$ cat config.mk
export PLATFORM = sky130hd
export DESIGN_NAME = fetch_unit
export DESIGN_NICKNAME = d
export VERILOG_FILES = /design/src/rtl/fetch_pkg.sv /design/src/rtl/fetch_fifo.sv /design/src/rtl/fetch_unit.sv
export SDC_FILE = /design/constraint.sdc
export NUM_CORES = 1
export LEC_CHECK = 0
export ABC_AREA = 1
export CAP_MARGIN = 20
export CORE_MARGIN = 5
export CORE_UTILIZATION = 60
export DETAILED_ROUTE_END_ITERATION = 10
export PLACE_DENSITY = 0.85
export SLEW_MARGIN = 30
export SYNTH_ARGS = -nofsm -noshare
export SYNTH_HDL_FRONTEND = slang
export SYNTH_SLANG_ARGS = --single-unit
$ cat constraint.sdc
create_clock -name clk -period 10.9 [get_ports clk]
set_input_delay 2.18 -clock clk [delete_from_list [all_inputs] [get_ports clk]]
set_output_delay 2.18 -clock clk [all_outputs]
set_load 0.02 [all_outputs]
$ cat src/rtl/fetch_pkg.sv
// fetch_pkg: shared fetch-stage entry type and constants
package fetch_pkg;
  typedef struct packed {
    logic [31:0] pc;
    logic [31:0] instr;
  } fetch_entry_t;
  localparam logic [31:0] INSTR_BYTES = 32'd4;
  localparam logic [31:0] RESET_VECTOR_DEFAULT = 32'h0000_0000;
endpackage

$ cat src/rtl/fetch_fifo.sv
// fetch_fifo: power-of-two prefetch FIFO of {pc, instr} with flush priority
module fetch_fifo import fetch_pkg::*; #(
  parameter int DEPTH = 4
) (
  input  logic                     clk,
  input  logic                     rst,
  input  logic                     flush,
  input  logic                     push,
  input  logic                     pop,
  input  fetch_entry_t             din,
  output fetch_entry_t             dout,
  output logic [$clog2(DEPTH):0]   count
);
  localparam int AW = $clog2(DEPTH);
  fetch_entry_t mem [DEPTH];
  logic [AW-1:0] wr_ptr, rd_ptr;
  always_ff @(posedge clk or negedge rst)
    if (!rst) begin
      wr_ptr <= '0;
      rd_ptr <= '0;
      count  <= '0;
    end else if (flush) begin
      wr_ptr <= '0;
      rd_ptr <= '0;
      count  <= '0;
    end else begin
      wr_ptr <= wr_ptr + AW'(push);
      rd_ptr <= rd_ptr + AW'(pop);
      count  <= count + (AW+1)'(push) - (AW+1)'(pop);
    end
  always_ff @(posedge clk)
    if (push && !flush) mem[wr_ptr] <= din;
  assign dout = mem[rd_ptr];
endmodule

$ cat src/rtl/fetch_unit.sv
// fetch_unit: sequential instruction fetch with 1-cycle ROM, prefetch FIFO and redirect flush
module fetch_unit import fetch_pkg::*; #(
  parameter int          DEPTH        = 4,
  parameter logic [31:0] RESET_VECTOR = RESET_VECTOR_DEFAULT
) (
  input  logic        clk,
  input  logic        rst,
  output logic        imem_req,
  output logic [31:0] imem_addr,
  input  logic [31:0] imem_rdata,
  input  logic        redirect,
  input  logic [31:0] redirect_pc,
  output logic        out_valid,
  input  logic        out_ready,
  output logic [31:0] out_instr,
  output logic [31:0] out_pc
);
  localparam int CW = $clog2(DEPTH) + 1;
  logic [31:0] fetch_pc, inflight_pc;
  logic inflight, kill;
  logic [CW-1:0] count;
  logic [CW:0] occ;
  fetch_entry_t head;
  assign occ       = (CW+1)'(count) + (CW+1)'(inflight);
  assign imem_req  = rst & ~redirect & (occ < (CW+1)'(DEPTH));
  assign imem_addr = fetch_pc;
  assign out_valid = count != '0;
  assign out_instr = out_valid ? head.instr : '0;
  assign out_pc    = out_valid ? head.pc : '0;
  always_ff @(posedge clk or negedge rst)
    if (!rst) begin
      fetch_pc    <= RESET_VECTOR;
      inflight    <= 1'b0;
      inflight_pc <= '0;
      kill        <= 1'b0;
    end else begin
      inflight <= imem_req;
      if (imem_req) begin
        fetch_pc    <= fetch_pc + INSTR_BYTES;
        inflight_pc <= fetch_pc;
      end else if (redirect) fetch_pc <= redirect_pc & ~32'h3;
      kill <= redirect ? inflight : (imem_req ? 1'b0 : kill);
    end
  // space for the in-flight word is reserved by the request condition, so pushes never overflow
  fetch_fifo #(.DEPTH(DEPTH)) u_fifo (
    .clk   (clk),
    .rst   (rst),
    .flush (redirect),
    .push  (inflight & ~kill),
    .pop   (out_valid & out_ready),
    .din   ('{pc: inflight_pc, instr: imem_rdata}),
    .dout  (head),
    .count (count)
  );
endmodule

==> flow_metrics.py, run 1 <==
metrics = {
    "status": {
        "outcome": "completed",
    },
    "worst_setup_path": {
        "rr_worst_depth": 10,
        "slowest_stage": "clkdlybuf4s50_1",
        "cp_max_fo": 33,
        "crit_path_start_kind": "primary input",
        "cp_slowest_stage_delay_ns": 0.73,
        "rr_endpoint": "u_fifo.count[2]$_DFF_PN0_",
        "required_ns": 8.72,
        "crit_type": "primary input to output port",
        "ff2ff_setup_slack_ns": 8.09,
        "startpoint": "redirect",
        "crit_end": "imem_req",
        "crit_top_cell": "clkdlybuf4s50_1",
        "worstPathArrival_ns": 4.51,
        "worstPathCellList": "clkdlybuf4s50_1 -> buf_4 -> clkinv_4 -> nand3_2 -> nor2_2 -> nand2_2 -> inv_2 -> clkdlybuf4s50_1",
        "worstSetupEndpointType": "output port",
        "rr_startpoint": "u_fifo.count[0]$_DFF_PN0_",
    },
    "clock_tree": {
        "clock-sinks": 317,
        "hold_buffers": 0,
        "h-tree-depth": 1,
        "root_buffer": "clkbuf_16",
        "cts-resized-gates": 0,
        "cts_tree": "yes",
        "numCtsBuffers": 30,
        "insertion_delay_ns": 0.55,
        "path_clk_slew_ns": 0.07,
        "cts_setup_buffers": 0,
        "clockBufferDepth": 3,
    },
    "logic_synthesis": {
        "yosys_register_bits": 317,
        "synth_cell_types": 34,
        "yosysMostFrequentCell": "nor2_1",
        "ys_seq_area_share_pct": 68.28,
        "synthFlopType": "edfxtp_1",
        "synth_area_leaders": "edfxtp_1 (55%), dfrtp_1 (13%), nor2_1 (8.1%), o21ai_0 (5.4%), nand2_1 (5.2%)",
        "yosysWarnings": 0,
        "synthTopCellsByCount": "nor2_1 (291), edfxtp_1 (248), nand2_1 (187)",
        "netlist_instances": 1263,
        "synth-edff-count": 248,
        "async_flop_share_pct": 21.77,
        "synth_top_area_share_pct": 55.43,
        "postSynthAreaPerCell_um2": 10.64,
        "yosysTopAreaCell": "edfxtp_1",
        "synthesis.area_mm2": 0.01344,
    },
    "timing": {
        "max_freq_ghz": 0.1495,
        "tns_ns": 0,
        "period_share_pct": 61.36,
        "setup_viol": 0,
        "maxSlewHeadroom_pct": 36.19,
        "holdWs_ns": 0.4990,
        "drv_slew": 0,
        "fin_skew_ns": 0.01143,
        "finalHoldViolations": 0,
        "worstMarginPinSlew_ns": 0.9572,
        "period_minus_slack_ns": 6.688,
        "rsz0062_at_grt": "no",
        "finalWorstSetupSlack_ns": 4.212,
    },
    "die": {
        "num_rows": 54,
        "die_w_um": 159.6,
        "initial_core_util_pct": 61.19,
        "dieArea_mm2": 0.02548,
        "die_y_um": 159.6,
        "io_pins": 166,
        "core_mm2": 0.02196,
    },
    "route": {
        "postRouteWirelength_um": 30750,
        "dr_total_vias": 9640,
        "ant_nets": 0,
        "dr.first_iter.drc_count": 810,
        "avgRoutedWirePerCell_um": 18.00,
        "drc_errors": 0,
        "firstDrtPassIters": 5,
        "avgViaCountPerCell": 5.644,
    },
    "cells_and_area": {
        "finalNetCount": 1479,
        "final_layout_size_suffix_gt1_share_pct": 6.723,
        "finalInstanceArea_mm2": 0.01619,
        "diodes": 0,
        "areaGrowthSynthToFinish_pct": 20.53,
    },
    "global_route": {
        "antenna_found_initial": 0,
        "grt_pass1_vias": 9674,
        "grt_first_pass_wirelength_um": 49470,
        "grt.total_usage_pct": 23.82,
        "overflow": 0,
        "grt_max_degree": 85,
    },
    "worst_hold_path": {
        "holdCritStartpoint": "kill$_DFFE_PN0P_",
        "min_path_type": "register to register",
        "holdPathStages": 2,
    },
    "placed_design": {
        "place.gp.congestion": 0.9162,
        "place_area_mm2": 0.01521,
        "io_buffers": 159,
        "post-place-ws_ns": 4.249,
        "detailed_place_hpwl_um": 17800,
    },
    "pwr": {
        "peakVddDrop_mv": 0.1455,
        "p_per_area_mw_per_mm2": 247.1,
        "power.leakage_uw": 0.006078,
    },
    "flow_run": {
        "maxCapViolCount": 0,
    },
}
registers in the layout, indices dropped and copies added, names as in the netlist:
name / cells
u_fifo.mem: 248
inflight: 1
u_fifo.rd_ptr: 2
u_fifo.count: 3
imem_addr: 30
u_fifo.wr_ptr: 2
inflight_pc: 30
kill: 1
metal layers:
layer	part of all wire [%]	vias up	GRT usage [%]
met2	49	440	40.17
met3	8.7	48	4.820
li1	-	4555	-
met5	0	-	0
met1	40	4597	31.94
met4	2.0	0	6.627
area by class of cell:
type	count	area, µm²
Timing Repair Buffer	174	1732
Fill cell	1459	5766
Multi-Input combinational cell	817	3707
Inverter	64	245.2
Sequential cell	317	9179
Clock buffer	42	858.3
Clock inverter	14	121.4
Tap cell	280	350.3
report_power, final:
group	switching [µW]	total (µW)	internal (µW)
clock	427	1020	596
combinational	814	1340	527
sequential	155	1640	1480
total	1400	4000	2610
through the flow:
stage | total power (µW) | util (%) | std cells
floorplan | 2384 | - | 1266
global placement | 2933 | 69.07 | 1650
detailed placement | 2994 | 69.28 | 1652
CTS | 4019 | 73.74 | 1708
global route | 4204 | 73.74 | 1708
finish | 4002 | 73.74 | 1708
cells by family (layout without fill, tap and decap cells):
logic type      Yosys count  in the layout  synth area share [%]
compound gates          249            249                 9.452
fa+ha+maj                 7              7                0.7078
buf+inv                 132            294                 4.405
xor+xnor                  9              9                0.5867
other cells               1              4               0.02791
flops                   317            317                 68.28
simple gates            548            548                 16.54
placed cells by master, fill, tap and decap left out, types with 5 or more instances in the layout:
| cell type | n |
|---|---|
| a21oi_1 | 65 |
| inv_1 | 59 |
| o21ai_1 | 29 |
| clkbuf_1 | 8 |
| edfxtp_1 | 248 |
| nor3_2 | 5 |
| nor2_2 | 8 |
| nor2_1 | 291 |
| xor2_1 | 7 |
| nand2_2 | 5 |
| clkbuf_16 | 32 |
| ha_1 | 6 |
| clkinv_2 | 7 |
| nand2_1 | 187 |
| buf_4 | 13 |
| nand3_1 | 37 |
| o211ai_1 | 5 |
| o21ai_0 | 146 |
| clkdlybuf4s50_1 | 158 |
| dfrtp_1 | 67 |
worst min-delay path by stage:
stage | endpoint
finish | kill$_DFFE_PN0P_
detailed placement | kill$_DFFE_PN0P_
global placement | kill$_DFFE_PN0P_
global route | u_fifo.mem[2][45]$_DFFE_PP_
floorplan | kill$_DFFE_PN0P_
CTS | kill$_DFFE_PN0P_
worst max-delay path, delay by kind of cell:
family,cells,cell delay (ns)
buffers and inverters,5,2.02
and+or+nand+nor,3,0.27
(Power assumes the default switching activity.)
==> inputs of run 2 (changes only) <==
--- a/config.mk
+++ b/config.mk
@@ -8,9 +8,9 @@
 export ABC_AREA = 1
 export CAP_MARGIN = 20
 export CORE_MARGIN = 5
-export CORE_UTILIZATION = 60
+export CORE_UTILIZATION = 56
 export DETAILED_ROUTE_END_ITERATION = 10
-export PLACE_DENSITY = 0.85
+export PLACE_DENSITY = 0.8
 export SLEW_MARGIN = 30
 export SYNTH_ARGS = -nofsm -noshare
 export SYNTH_HDL_FRONTEND = slang
==> constraint.sdc (replaced) <==
create_clock -name clk -period 6.4 [get_ports clk]
set_input_delay 1.28 -clock clk [delete_from_list [all_inputs] [get_ports clk]]
set_output_delay 1.28 -clock clk [all_outputs]
set_load 0.02 [all_outputs]
==> run 2 against run 1 <==
Net effect: power grew 68%; clock power grew 67%; clock skew shrank 0.0059 ns; register-to-register slack lost 4.5 ns; core utilization shrank 5.1 points; critical endpoint is now out_pc[14]; combinational power grew 69%; highest routed layer unchanged; global-route usage shrank 1.2 points; sequential cell count is the same; non-clock buffer count shrank 2.
==> flow_metrics.py, run 2 (same netlist as run 1, synthesis figures left out) <==
metrics = {
    "status": {
        "outcome": "completed",
    },
    "pwr": {
        "switchingPower_uw": 2338,
        "clkPwrFrac_pct": 25.2,
        "power.leakage_uw": 0.006030,
        "p_int_uw": 4398,
        "p_seq_share_pct": 41.2,
        "peakVddDrop_mv": 0.2658,
        "switching_share_pct": 34.71,
        "p_per_area_mw_per_mm2": 416.9,
        "p_comb_share_pct": 33.6,
    },
    "route": {
        "postRouteWirelength_um": 30560,
        "dr.first_iter.drc_count": 760,
        "avgRoutedWirePerCell_um": 17.54,
        "firstDrtPassIters": 5,
        "dr_total_vias": 9512,
        "drc_errors": 0,
        "ant_nets": 0,
        "avgViaCountPerCell": 5.460,
    },
    "placed_design": {
        "place.gp.congestion": 0.8921,
        "io_buffers": 159,
        "post-place-ws_ns": 1.608,
        "dp.cells": 1689,
        "place_area_mm2": 0.01521,
        "detailed_place_hpwl_um": 18160,
    },
    "timing": {
        "period_minus_slack_ns": 5.014,
        "max_freq_ghz": 0.1994,
        "worstMarginPinSlew_ns": 0.9647,
        "holdWs_ns": 0.4964,
        "drv_slew": 0,
        "setup_viol": 0,
        "tns_ns": 0,
        "fin_skew_ns": 0.005505,
        "finalWorstSetupSlack_ns": 1.386,
        "finalHoldViolations": 0,
        "maxSlewHeadroom_pct": 35.69,
        "rsz0062_at_grt": "no",
        "period_share_pct": 78.34,
    },
    "die": {
        "io_pins": 166,
        "core_mm2": 0.02354,
        "die_w_um": 164.9,
        "dieArea_mm2": 0.02719,
        "initial_core_util_pct": 57.07,
        "num_rows": 56,
        "die_y_um": 164.9,
    },
    "global_route": {
        "grt.total_usage_pct": 22.67,
        "grt.met2_usage_pct": 37.38,
        "grt_first_pass_wirelength_um": 48900,
        "grt_use_met3_pct": 4.392,
        "use_met1_pct": 31.31,
        "grt_max_degree": 99,
        "antenna_found_initial": 0,
        "busiest_layer": "met2",
        "grt_pass1_vias": 9553,
        "overflow": 0,
    },
    "cells_and_area": {
        "final_common_cell": "nor2_1",
        "stdcell_count": 1742,
        "largest_register": "u_fifo.mem",
        "diodes": 0,
        "largest_reg_flops": 248,
        "final_cell_mix": "nor2_1 (291), edfxtp_1 (248), nand2_1 (187), clkdlybuf4s50_1 (158), o21ai_0 (146)",
        "final_layout_size_suffix_gt1_share_pct": 6.325,
        "finalNetCount": 1476,
        "areaGrowthSynthToFinish_pct": 20.27,
        "finalInstanceArea_mm2": 0.01616,
    },
    "worst_setup_path": {
        "required_ns": 5.12,
        "worstSetupEndpointType": "output port",
        "cp_slowest_stage_delay_ns": 0.67,
        "worstPathCellList": "inv_2 -> buf_4 -> o21ai_0 -> a21oi_1 -> clkdlybuf4s50_1",
        "cp_max_fo": 76,
        "worstPathArrival_ns": 3.73,
        "crit_path_start_kind": "register",
        "slowest_stage": "buf_4",
        "crit_type": "register to output port",
    },
    "clock_tree": {
        "path_clk_slew_ns": 0.06,
        "numCtsBuffers": 29,
        "root_buffer": "clkbuf_16",
        "hold_buffers": 0,
        "clock-sinks": 317,
        "cts-resized-gates": 0,
        "cts_setup_buffers": 0,
        "h-tree-depth": 1,
        "cts_tree": "yes",
        "clockBufferDepth": 3,
        "insertion_delay_ns": 0.53,
    },
    "flow_run": {
        "maxCapViolCount": 0,
    },
    "worst_hold_path": {
        "min_path_type": "register to register",
    },
}
==> run 2: cell count changes in the layout (fill, tap and decap cells not counted) <==
cell       delta
bufinv_16     +1
clkinv_4      -1
clkinv_1      -2
buf_4         -1
clkinv_2      -2
clkbuf_8      +2
clkbuf_1      +3
buf_12        -1
inv_4         -1
clkbuf_16     -3
buf_6         +1
buf_16        -1
==> run 2: metrics by stage <==
step	util (%)	power, µW
global placement	64.63	5003
floorplan	-	4061
finish	68.64	6736
detailed placement	64.63	5072
global route	68.64	7090
CTS	68.62	6771
==> run 2: worst max-delay path: cells and delay by family (launching register included) <==
kind / cells / cell delay, ns
AOI/OAI and AO/OA: 2 / 0.53
DFF: 1 / 0.63
buffers and inverters: 3 / 1.95
==> run 2: path summary, 6_finish.rpt <==
check                                            from                           to  slack, ns  cells after the start
max                        u_fifo.rd_ptr[0]$_DFF_PN0_                   out_pc[14]       1.39                      5
max in group asynchronous                         rst  inflight_pc[20]$_DFFE_PN0P_       4.71                      3
min                                  kill$_DFFE_PN0P_             kill$_DFFE_PN0P_       0.50                      2
min in group asynchronous                         rst     imem_addr[3]$_DFFE_PN0P_       0.85                      2
min reg2reg                          kill$_DFFE_PN0P_             kill$_DFFE_PN0P_       0.50                      2
max reg2reg                 u_fifo.count[1]$_DFF_PN0_    u_fifo.count[2]$_DFF_PN0_       3.62                     10
==> run 2: cell type report <==
class                           instances  area, µm²
Inverter                               64      245.2
Fill cell                            1725       7383
Clock buffer                           44      822.0
Clock inverter                          9      118.9
Tap cell                              319      399.1
Timing Repair Buffer                  172       1688
Multi-Input combinational cell        817       3707
Sequential cell                       317       9179
==> run 2: layer usage <==
layer	wire length, µm	share of wire [%]	vias to the layer above
li1	-	-	4547
met1	12780	42	4502
met2	14400	47	406
met3	2700	8.8	57
met4	684	2.2	0
met5	0	0	-
==> run 2: power groups by stage <==
| stage | Sequential, µW | Clock (µW) | Combinational [µW] |
|---|---|---|---|
| after floorplan | 2760 | 0 | 1300 |
| after global placement | 2790 | 0 | 2210 |
| after detailed placement | 2810 | 0 | 2260 |
| after CTS | 2770 | 1720 | 2280 |
| after global routing | 2810 | 1800 | 2480 |
| final | 2780 | 1700 | 2260 |
